### config.mk
export PLATFORM = sky130hd
export DESIGN_NAME = ghost_motion_flat
export DESIGN_NICKNAME = d
export VERILOG_FILES = /design/src/rtl/arcade_pkg.sv /design/src/rtl/ghost_motion_if.sv /design/src/rtl/sincos_lut.sv /design/src/rtl/ghost_motion.sv /design/src/flat_wrapper.sv
export SDC_FILE = /design/constraint.sdc
export NUM_CORES = 1
export LEC_CHECK = 0
export BUFFER_PORTS_ARGS = -buffer_cell sky130_fd_sc_hd__buf_4
export CAP_MARGIN = 10
export CORE_UTILIZATION = 55
export CTS_BUF_LIST = sky130_fd_sc_hd__clkbuf_2 sky130_fd_sc_hd__clkbuf_4 sky130_fd_sc_hd__clkbuf_8
export DETAILED_ROUTE_END_ITERATION = 10
export PLACE_DENSITY = 0.83
export SLEW_MARGIN = 10
export SYNTH_ARGS = -nofsm -noshare
export SYNTH_HDL_FRONTEND = slang
export SYNTH_SLANG_ARGS = --single-unit
### constraint.sdc
create_clock -name clk -period 6.8 [get_ports clk]
set_input_delay 0.68 -clock clk [delete_from_list [all_inputs] [get_ports clk]]
set_output_delay 0.68 -clock clk [all_outputs]
set_load 0.03 [all_outputs]
### src/rtl/arcade_pkg.sv
`default_nettype none
// ============================================================================
//  Module      : arcade_pkg
//  Description : Shared types and constants for the arcade sprite blocks:
//                motion FSM state enum, heading/trig widths, and a helper
//                that builds the quarter-wave sine ROM contents at
//                elaboration time.
//  Revision    : 1.0 - initial release
// ============================================================================
package arcade_pkg;

    localparam int THETA_W   = 10;    // heading resolution: 1024 steps per turn
    localparam int TRIG_W    = 8;     // signed Q1.7 sin/cos
    localparam int FULL_TURN = 1024;

    typedef enum logic [2:0] {
        S_IDLE   = 3'd0,
        S_ROT    = 3'd1,
        S_LUT    = 3'd2,
        S_VEL    = 3'd3,
        S_POS    = 3'd4,
        S_WRAP   = 3'd5,
        S_COMMIT = 3'd6
    } motion_state_t;

    // round(127 * sin(pi/2 * k/256)) for k in [0,255].
    // Evaluated with a Q30 Taylor series so the ROM is pure constants after
    // elaboration; 7 terms put the error many orders below one LSB.
    function automatic logic [6:0] quarter_sine(input int k);
        longint x;
        longint x2;
        longint term;
        longint acc;
        longint scaled;
        x    = (64'sd1686629713 * longint'(k)) / 256;    // (pi/2)*2^30 * k/256
        x2   = (x * x) >>> 30;
        term = x;
        acc  = x;
        for (int n = 1; n <= 7; n++) begin
            term = -((term * x2) >>> 30) / longint'((2 * n) * (2 * n + 1));
            acc  = acc + term;
        end
        scaled = (acc * 127 + (64'sd1 <<< 29)) >>> 30;
        return scaled[6:0];
    endfunction

endpackage
`default_nettype wire

### src/rtl/ghost_motion_if.sv
`default_nettype none
// ============================================================================
//  Module      : ghost_motion_if
//  Description : Control/pose bundle between the frame controller and the
//                ghost motion block.
//                master : drives startOfFrame, rotate_left, rotate_right,
//                         thrust, respawn; observes the committed pose,
//                         busy and frame_done.
//                slave  : the motion block (opposite directions).
//  Revision    : 1.0 - initial release
// ============================================================================
interface ghost_motion_if
    import arcade_pkg::*;
#(
    parameter int WIDTH  = 640,
    parameter int HEIGHT = 480
) ();

    logic                       startOfFrame;
    logic                       rotate_left;
    logic                       rotate_right;
    logic                       thrust;
    logic                       respawn;
    logic [$clog2(WIDTH)-1:0]   topLeft_x;
    logic [$clog2(HEIGHT)-1:0]  topLeft_y;
    logic [THETA_W-1:0]         theta;
    logic                       busy;
    logic                       frame_done;

    modport master (
        output startOfFrame, rotate_left, rotate_right, thrust, respawn,
        input  topLeft_x, topLeft_y, theta, busy, frame_done
    );

    modport slave (
        input  startOfFrame, rotate_left, rotate_right, thrust, respawn,
        output topLeft_x, topLeft_y, theta, busy, frame_done
    );

endinterface
`default_nettype wire

### src/rtl/sincos_lut.sv
`default_nettype none
// ============================================================================
//  Module      : sincos_lut
//  Description : Registered sin/cos of a 10-bit heading (1024 steps/turn),
//                signed Q1.7, one cycle latency. A 256-entry quarter-wave
//                ROM is folded across the four quadrants.
//  Ports       : clk, resetN (async, active low)
//                theta   [9:0] heading in
//                sin_out [7:0] signed sin(theta), registered
//                cos_out [7:0] signed cos(theta), registered
//  Revision    : 1.0 - initial release
// ============================================================================
module sincos_lut
    import arcade_pkg::*;
(
    input  wire logic                      clk,
    input  wire logic                      resetN,
    input  wire logic [THETA_W-1:0]        theta,
    output logic signed [TRIG_W-1:0]       sin_out,
    output logic signed [TRIG_W-1:0]       cos_out
);

    logic [6:0] w_rom [0:255];

    for (genvar i = 0; i < 256; i++) begin : g_rom
        localparam logic [6:0] C_VAL = quarter_sine(i);
        assign w_rom[i] = C_VAL;
    end

    logic [1:0]              w_q_sin;
    logic [1:0]              w_q_cos;
    logic [7:0]              w_idx;
    logic [7:0]              w_idx_mirror;
    logic [6:0]              w_mag_sin;
    logic [6:0]              w_mag_cos;
    logic signed [TRIG_W-1:0] w_sin;
    logic signed [TRIG_W-1:0] w_cos;

    // cos(t) = sin(t + quarter turn): same fold with the quadrant advanced.
    assign w_q_sin      = theta[9:8];
    assign w_q_cos      = theta[9:8] + 2'd1;
    assign w_idx        = theta[7:0];
    assign w_idx_mirror = 8'd0 - theta[7:0];

    // Odd quadrants read the ROM mirrored; the mirror of index 0 is the
    // quarter-turn point itself, which lies just past the table.
    always_comb begin
        w_mag_sin = w_rom[w_idx];
        w_mag_cos = w_rom[w_idx];
        if (w_q_sin[0]) begin
            w_mag_sin = (w_idx == 8'd0) ? 7'd127 : w_rom[w_idx_mirror];
        end
        if (w_q_cos[0]) begin
            w_mag_cos = (w_idx == 8'd0) ? 7'd127 : w_rom[w_idx_mirror];
        end
        w_sin = w_q_sin[1] ? -signed'({1'b0, w_mag_sin}) : signed'({1'b0, w_mag_sin});
        w_cos = w_q_cos[1] ? -signed'({1'b0, w_mag_cos}) : signed'({1'b0, w_mag_cos});
    end

    always_ff @(posedge clk or negedge resetN) begin
        if (!resetN) begin
            sin_out <= '0;
            cos_out <= '0;
        end else begin
            sin_out <= w_sin;
            cos_out <= w_cos;
        end
    end

endmodule
`default_nettype wire

### src/rtl/ghost_motion.sv
`default_nettype none
// ============================================================================
//  Module      : ghost_motion
//  Description : Per-frame motion controller for the rotating ghost sprite.
//                On startOfFrame it latches the controls, steps the heading,
//                applies thrust or friction to a fixed-point velocity,
//                advances and wraps the position, then commits pose and
//                heading together so the drawer never sees a partial update.
//  Ports       : clk, resetN (async, active low)
//                bus (ghost_motion_if.slave):
//                  in  startOfFrame, rotate_left, rotate_right, thrust, respawn
//                  out topLeft_x, topLeft_y, theta, busy, frame_done
//  Revision    : 1.0 - initial release
// ============================================================================
module ghost_motion
    import arcade_pkg::*;
#(
    parameter int WIDTH          = 640,
    parameter int HEIGHT         = 480,
    parameter int FRAC           = 6,
    parameter int ROT_STEP       = 8,
    parameter int ACCEL          = 24,
    parameter int MAX_SPEED      = 384,
    parameter int FRICTION_SHIFT = 4,
    parameter int SPAWN_X        = 304,
    parameter int SPAWN_Y        = 224
) (
    input  wire logic       clk,
    input  wire logic       resetN,
    ghost_motion_if.slave   bus
);

    localparam int X_W   = $clog2(WIDTH);
    localparam int Y_W   = $clog2(HEIGHT);
    localparam int PX_W  = X_W + 2 + FRAC;
    localparam int PY_W  = Y_W + 2 + FRAC;
    localparam int VEL_W = $clog2(MAX_SPEED + ACCEL + 1) + 1;
    localparam int ACC_W = TRIG_W + $clog2(ACCEL + 1) + 1;

    localparam logic signed [PX_W-1:0]  C_SPAN_X  = PX_W'(WIDTH * (2 ** FRAC));
    localparam logic signed [PY_W-1:0]  C_SPAN_Y  = PY_W'(HEIGHT * (2 ** FRAC));
    localparam logic signed [PX_W-1:0]  C_SPAWN_X = PX_W'(SPAWN_X * (2 ** FRAC));
    localparam logic signed [PY_W-1:0]  C_SPAWN_Y = PY_W'(SPAWN_Y * (2 ** FRAC));
    localparam logic signed [VEL_W-1:0] C_VMAX    = VEL_W'(MAX_SPEED);
    localparam logic signed [VEL_W-1:0] C_FLIM    = VEL_W'(2 ** FRICTION_SHIFT);
    localparam logic signed [ACC_W-1:0] C_ACCEL   = ACC_W'(ACCEL);
    localparam logic [THETA_W-1:0]      C_ROT     = THETA_W'(ROT_STEP);

    motion_state_t              r_state;
    logic                       r_rot_l;
    logic                       r_rot_r;
    logic                       r_thrust;
    logic                       r_respawn;
    logic [THETA_W-1:0]         r_theta;
    logic signed [PX_W-1:0]     r_px;
    logic signed [PY_W-1:0]     r_py;
    logic signed [VEL_W-1:0]    r_vx;
    logic signed [VEL_W-1:0]    r_vy;
    logic [X_W-1:0]             r_out_x;
    logic [Y_W-1:0]             r_out_y;
    logic [THETA_W-1:0]         r_out_theta;
    logic                       r_busy;
    logic                       r_done;

    logic signed [TRIG_W-1:0]   w_sin;
    logic signed [TRIG_W-1:0]   w_cos;
    logic signed [ACC_W-1:0]    w_prod_x;
    logic signed [ACC_W-1:0]    w_prod_y;
    logic signed [VEL_W-1:0]    w_dx;
    logic signed [VEL_W-1:0]    w_dy;
    logic signed [VEL_W-1:0]    w_vx_next;
    logic signed [VEL_W-1:0]    w_vy_next;

    // The LUT input is the working heading, already stepped by S_ROT, so its
    // registered output is valid during S_VEL.
    sincos_lut u_lut (
        .clk     (clk),
        .resetN  (resetN),
        .theta   (r_theta),
        .sin_out (w_sin),
        .cos_out (w_cos)
    );

    // Screen y grows downward, so heading 0 (up) thrusts toward -y.
    assign w_prod_x = ACC_W'(w_sin) * C_ACCEL;
    assign w_prod_y = -(ACC_W'(w_cos) * C_ACCEL);
    assign w_dx     = VEL_W'(w_prod_x >>> (TRIG_W - 1));
    assign w_dy     = VEL_W'(w_prod_y >>> (TRIG_W - 1));

    function automatic logic signed [VEL_W-1:0] clamp_vel(input logic signed [VEL_W-1:0] v);
        if (v > C_VMAX) begin
            return C_VMAX;
        end else if (v < -C_VMAX) begin
            return -C_VMAX;
        end
        return v;
    endfunction

    // Geometric decay never reaches zero on its own; snap small residues.
    function automatic logic signed [VEL_W-1:0] apply_friction(input logic signed [VEL_W-1:0] v);
        logic signed [VEL_W-1:0] d;
        d = v - (v >>> FRICTION_SHIFT);
        if ((d < C_FLIM) && (d > -C_FLIM)) begin
            d = '0;
        end
        return d;
    endfunction

    always_comb begin
        w_vx_next = r_vx;
        w_vy_next = r_vy;
        if (r_thrust) begin
            w_vx_next = clamp_vel(r_vx + w_dx);
            w_vy_next = clamp_vel(r_vy + w_dy);
        end else begin
            w_vx_next = clamp_vel(apply_friction(r_vx));
            w_vy_next = clamp_vel(apply_friction(r_vy));
        end
    end

    always_ff @(posedge clk or negedge resetN) begin
        if (!resetN) begin
            r_state     <= S_IDLE;
            r_rot_l     <= 1'b0;
            r_rot_r     <= 1'b0;
            r_thrust    <= 1'b0;
            r_respawn   <= 1'b0;
            r_theta     <= '0;
            r_px        <= C_SPAWN_X;
            r_py        <= C_SPAWN_Y;
            r_vx        <= '0;
            r_vy        <= '0;
            r_out_x     <= X_W'(SPAWN_X);
            r_out_y     <= Y_W'(SPAWN_Y);
            r_out_theta <= '0;
            r_busy      <= 1'b0;
            r_done      <= 1'b0;
        end else begin
            r_done <= 1'b0;
            // Sticky request; the commit below clears it after consuming it.
            if (bus.respawn) begin
                r_respawn <= 1'b1;
            end

            case (r_state)
                S_IDLE: begin
                    if (bus.startOfFrame) begin
                        r_rot_l  <= bus.rotate_left;
                        r_rot_r  <= bus.rotate_right;
                        r_thrust <= bus.thrust;
                        r_busy   <= 1'b1;
                        r_state  <= S_ROT;
                    end
                end
                S_ROT: begin
                    if (r_rot_l && !r_rot_r) begin
                        r_theta <= r_theta - C_ROT;
                    end else if (r_rot_r && !r_rot_l) begin
                        r_theta <= r_theta + C_ROT;
                    end
                    r_state <= S_LUT;
                end
                S_LUT: begin
                    r_state <= S_VEL;
                end
                S_VEL: begin
                    r_vx    <= w_vx_next;
                    r_vy    <= w_vy_next;
                    r_state <= S_POS;
                end
                S_POS: begin
                    r_px    <= r_px + PX_W'(r_vx);
                    r_py    <= r_py + PY_W'(r_vy);
                    r_state <= S_WRAP;
                end
                S_WRAP: begin
                    // |vel| is below one screen span, so one correction suffices.
                    if (r_px < 0) begin
                        r_px <= r_px + C_SPAN_X;
                    end else if (r_px >= C_SPAN_X) begin
                        r_px <= r_px - C_SPAN_X;
                    end
                    if (r_py < 0) begin
                        r_py <= r_py + C_SPAN_Y;
                    end else if (r_py >= C_SPAN_Y) begin
                        r_py <= r_py - C_SPAN_Y;
                    end
                    r_state <= S_COMMIT;
                end
                S_COMMIT: begin
                    if (r_respawn || bus.respawn) begin
                        r_px        <= C_SPAWN_X;
                        r_py        <= C_SPAWN_Y;
                        r_vx        <= '0;
                        r_vy        <= '0;
                        r_theta     <= '0;
                        r_out_x     <= X_W'(SPAWN_X);
                        r_out_y     <= Y_W'(SPAWN_Y);
                        r_out_theta <= '0;
                    end else begin
                        r_out_x     <= r_px[FRAC +: X_W];
                        r_out_y     <= r_py[FRAC +: Y_W];
                        r_out_theta <= r_theta;
                    end
                    r_respawn <= 1'b0;
                    r_done    <= 1'b1;
                    r_busy    <= 1'b0;
                    r_state   <= S_IDLE;
                end
                default: begin
                    r_state <= S_IDLE;
                end
            endcase
        end
    end

    assign bus.topLeft_x  = r_out_x;
    assign bus.topLeft_y  = r_out_y;
    assign bus.theta      = r_out_theta;
    assign bus.busy       = r_busy;
    assign bus.frame_done = r_done;

endmodule
`default_nettype wire

### src/flat_wrapper.sv
// flat-port wrapper written by rule: the top's interface ports become plain ports
module ghost_motion_flat import arcade_pkg::*;
#(
    parameter int WIDTH          = 640,
    parameter int HEIGHT         = 480,
    parameter int FRAC           = 6,
    parameter int ROT_STEP       = 8,
    parameter int ACCEL          = 24,
    parameter int MAX_SPEED      = 384,
    parameter int FRICTION_SHIFT = 4,
    parameter int SPAWN_X        = 304,
    parameter int SPAWN_Y        = 224
)
  (clk, resetN, bus_startOfFrame, bus_rotate_left, bus_rotate_right, bus_thrust, bus_respawn, bus_topLeft_x, bus_topLeft_y, bus_theta, bus_busy, bus_frame_done);
  ghost_motion_if #(.WIDTH(WIDTH), .HEIGHT(HEIGHT)) bus_i ();
  input  wire logic clk;
  input  wire logic resetN;
  input wire logic [$bits(bus_i.startOfFrame)-1:0] bus_startOfFrame;
  input wire logic [$bits(bus_i.rotate_left)-1:0] bus_rotate_left;
  input wire logic [$bits(bus_i.rotate_right)-1:0] bus_rotate_right;
  input wire logic [$bits(bus_i.thrust)-1:0] bus_thrust;
  input wire logic [$bits(bus_i.respawn)-1:0] bus_respawn;
  output wire logic [$bits(bus_i.topLeft_x)-1:0] bus_topLeft_x;
  output wire logic [$bits(bus_i.topLeft_y)-1:0] bus_topLeft_y;
  output wire logic [$bits(bus_i.theta)-1:0] bus_theta;
  output wire logic [$bits(bus_i.busy)-1:0] bus_busy;
  output wire logic [$bits(bus_i.frame_done)-1:0] bus_frame_done;
  assign bus_i.startOfFrame = bus_startOfFrame;
  assign bus_i.rotate_left = bus_rotate_left;
  assign bus_i.rotate_right = bus_rotate_right;
  assign bus_i.thrust = bus_thrust;
  assign bus_i.respawn = bus_respawn;
  assign bus_topLeft_x = bus_i.topLeft_x;
  assign bus_topLeft_y = bus_i.topLeft_y;
  assign bus_theta = bus_i.theta;
  assign bus_busy = bus_i.busy;
  assign bus_frame_done = bus_i.frame_done;
  ghost_motion #(.WIDTH(WIDTH), .HEIGHT(HEIGHT), .FRAC(FRAC), .ROT_STEP(ROT_STEP), .ACCEL(ACCEL), .MAX_SPEED(MAX_SPEED), .FRICTION_SHIFT(FRICTION_SHIFT), .SPAWN_X(SPAWN_X), .SPAWN_Y(SPAWN_Y)) u_core (.clk(clk), .resetN(resetN), .bus(bus_i));
endmodule
==> results.py <==
metrics = {
    "logic_synthesis": {
        "synth_cell_types": 102,
        "synthSimpleGateAreaFrac_pct": 19.90,
        "synth_compound_area_share_pct": 28.25,
        "yosysSeqAreaShare_pct": 23.29,
        "syn_inst": 1602,
        "synthesis.area_sq_mm": 0.01285,
        "synthMuxAreaShare_pct": 1.928,
        "synth-edff-count": 0,
        "synthAdderAreaFrac_pct": 13.22,
        "syn_avg_cell_area_sq_um": 8.023,
        "synth_top_family_by_area": "compound AO/OA/AOI/OAI gates",
        "synth_ff_type": "dfrtp_1",
        "ys_warn_count": 0,
        "ys_ff_latch": 119,
        "syn-num-nets": 1740,
        "async_flop_share_pct": 100.0,
        "synth_xor_area_share_pct": 7.837,
    },
    "detailed_routing": {
        "drt_iter0_markers": 1209,
        "post_drt_via_cell_ratio": 6.494,
        "first_pass_iters": 6,
        "drc": 0,
        "drt_wl_total_um": 34510,
        "drt-wirelength-per-cell_um": 18.09,
        "vias": 12390,
        "ant_nets": 0,
    },
    "final_layout": {
        "area_growth_pct": 5.607,
        "diodes": 0,
        "nets": 1720,
        "fin_cells": 1908,
        "drive_above_1_share_pct": 9.843,
    },
    "critical_path": {
        "rrSetupSlack_ns": 1.37,
        "rr_startpoint": "u_core.u_lut.cos_out[1]",
        "end_kind": "flop",
        "worstRegToRegCells": 17,
        "rr_endpoint": "u_core.r_vy[2]",
        "path_max_fanout": 7,
        "crit_arrival_ns": 5.78,
        "start_kind": "flop",
        "path_class": "reg -> reg",
        "critPathRequiredTime_ns": 7.14,
    },
    "global_route": {
        "grt_max_degree": 63,
        "grt_pass1_wl_um": 56460,
        "grt_overflow": 0,
        "grt_pass1_vias": 11450,
        "antenna_found_initial": 0,
        "grt_usage_pct": 28.87,
    },
    "timing": {
        "rsz0062_at_grt": "false",
        "slew_violations": 0,
        "setup_tns_ns": 0,
        "skew_ns": 0.01634,
        "fin_crit_sh_pct": 79.91,
        "max_slew_margin_pct": 35.33,
        "hold_slack_ns": 0.2744,
        "period_minus_slack_ns": 5.434,
        "timing.fmax_ghz": 0.1840,
        "tightest_slew_ns": 0.9700,
        "hold_viol": 0,
        "setup_viol": 0,
    },
    "cts": {
        "cts-root-buf": "clkbuf_8",
        "cts_setup_buffers": 0,
        "post_cts_resized": 0,
        "cts_buffer_depth": 2,
        "cts.sinks": 119,
        "clk_latency_ns": 0.46,
        "cts_buffers": 17,
        "cts_tree": "done",
        "htree_levels": 4,
        "ctsHoldBuffers": 0,
        "path_clk_slew_ns": 0.08,
    },
    "die": {
        "die_w_um": 154.9,
        "dieHeight_um": 154.9,
        "io-pin-count": 38,
        "core_area_sq_mm": 0.02278,
        "rows": 55,
        "dieArea_sq_mm": 0.02398,
        "initial_utilization_pct": 56.42,
    },
    "placement": {
        "dp_hpwl_um": 25030,
        "post-place-cells": 1876,
        "finalWeightedCongestion": 0.9792,
        "io_buffer_count": 37,
    },
    "outcome": {
        "outcome": "completed",
    },
    "run": {
        "drv_cap": 0,
    },
    "hold_path": {
        "hold_path.class": "in -> async",
    },
}
through the flow:
stage / worst slack [ns] / area [sq um] / utilization, %
finish: 1.366 / 13570 / 59.59
CTS: 1.358 / 13570 / 59.59
global route: 1.004 / 13570 / 59.59
detailed placement: 1.388 / 13200 / 57.93
floorplan: 1.805 / 12850 / -
global placement: 1.580 / 13200 / 57.93
worst max-delay path, stage by stage, from the launching register on:
cell,delay [ns]
dfrtp_1,0.40
ha_1,0.30
ha_1,0.25
fa_1,0.46
xor2_1,0.21
or4b_2,0.69
nor3_1,0.35
o21ai_0,0.15
a32oi_1,0.19
xor2_1,0.12
ha_1,0.24
o41ai_1,0.54
o21bai_1,0.11
a21oi_1,0.19
xnor2_1,0.14
or4b_2,0.67
o211ai_2,0.18
o31ai_1,0.13
synth_stat cells (8+ instances only):
master	n	area share (%)
a2111oi_0	8	0.55
o31a_1	12	0.82
and2_1	10	0.49
buf_2	21	0.82
nor2_1	101	2.9
a211o_1	8	0.55
nand2b_1	33	1.6
nand4_1	13	0.63
xor2_1	39	2.7
nor3_1	41	1.6
o21ai_0	116	4.5
inv_1	66	1.9
a21o_1	27	1.6
dfstp_2	12	2.5
dfrtp_1	107	21
a21oi_1	116	4.5
a31oi_1	33	1.6
nand3_1	51	2.0
o21bai_1	11	0.64
o21a_1	15	0.88
xnor2_1	76	5.2
mux2i_1	11	0.86
a211oi_1	23	1.3
nand2_1	180	5.3
nor4_1	11	0.54
o22ai_1	12	0.58
clkbuf_1	53	1.5
o31ai_1	37	2.2
or2_2	13	0.63
o221ai_1	13	0.89
nor2b_1	22	1.1
fa_1	8	1.2
o211ai_1	10	0.58
ha_1	123	12
logic make-up (layout without fill, tap and decap cells):
group                      after synthesis  in the layout
and+or+nand+nor                        520            520
xor gates and xnor gates               115            115
buffers and inverters                  163            156
AOI/OAI and AO/OA                      534            534
DFF                                    119            119
muxes                                   20             20
adders and majority gates              131            131
registers in the layout (all words and copies together), names as in the netlist:
name,flops
u_core.r_thrust,1
u_core.r_respawn,1
u_core.r_px,18
u_core.r_state,3
u_core.bus.busy,1
u_core.bus.topLeft_x,10
u_core.bus.frame_done,1
u_core.bus.theta,10
u_core.r_theta,10
u_core.r_vy,10
u_core.r_rot_l,1
u_core.u_lut.sin_out,8
u_core.r_py,17
u_core.r_rot_r,1
u_core.bus.topLeft_y,9
u_core.u_lut.cos_out,8
u_core.r_vx,10
layer usage:
metal  global-route usage [%]  share of wire, %
met5                        0                 0
met1                    36.08                41
met3                    4.401               6.8
met4                    13.72               3.6
met2                    48.84                49
cell type report:
| class | count | area (sq um) |
|---|---|---|
| clock buffers | 19 | 255.2 |
| well taps | 313 | 391.6 |
| clock inverters | 13 | 121.4 |
| multi-input cells | 1320 | 9143 |
| flip-flops and latches | 119 | 2994 |
| repair buffers | 54 | 405.4 |
| fillers | 1956 | 9205 |
| inverters | 70 | 262.8 |
cell usage in the layout (no fill, tap or decap), drive strengths merged, types with 19 or more instances in the layout:
master,instances
nor2,102
nor2b,22
a31oi,34
xnor2,76
o31ai,38
inv,71
a211oi,24
a21o,27
nor3,44
nand3,51
ha,123
o21ai,122
nand2b,33
buf,54
xor2,39
clkbuf,19
nand2,181
dfrtp,107
a21oi,118
worst max-delay path by stage:
stage	start	end	cells after the start	slack (ns)
2_1_floorplan	u_core.u_lut.cos_out[1]	u_core.r_vy[0]	17	1.81
3_3_place_gp	u_core.u_lut.cos_out[1]	u_core.r_vy[3]	17	1.58
3_5_place_dp	u_core.u_lut.cos_out[1]	u_core.r_vy[2]	17	1.39
4_1_cts	u_core.u_lut.cos_out[1]	u_core.r_vy[2]	17	1.36
5_1_grt	u_core.u_lut.cos_out[1]	u_core.r_vy[2]	17	1.00
6_report	u_core.u_lut.cos_out[1]	u_core.r_vy[2]	17	1.37
Power is not shown: default switching activity piles up to over one toggle a cycle in this logic, so the estimate is an artifact.
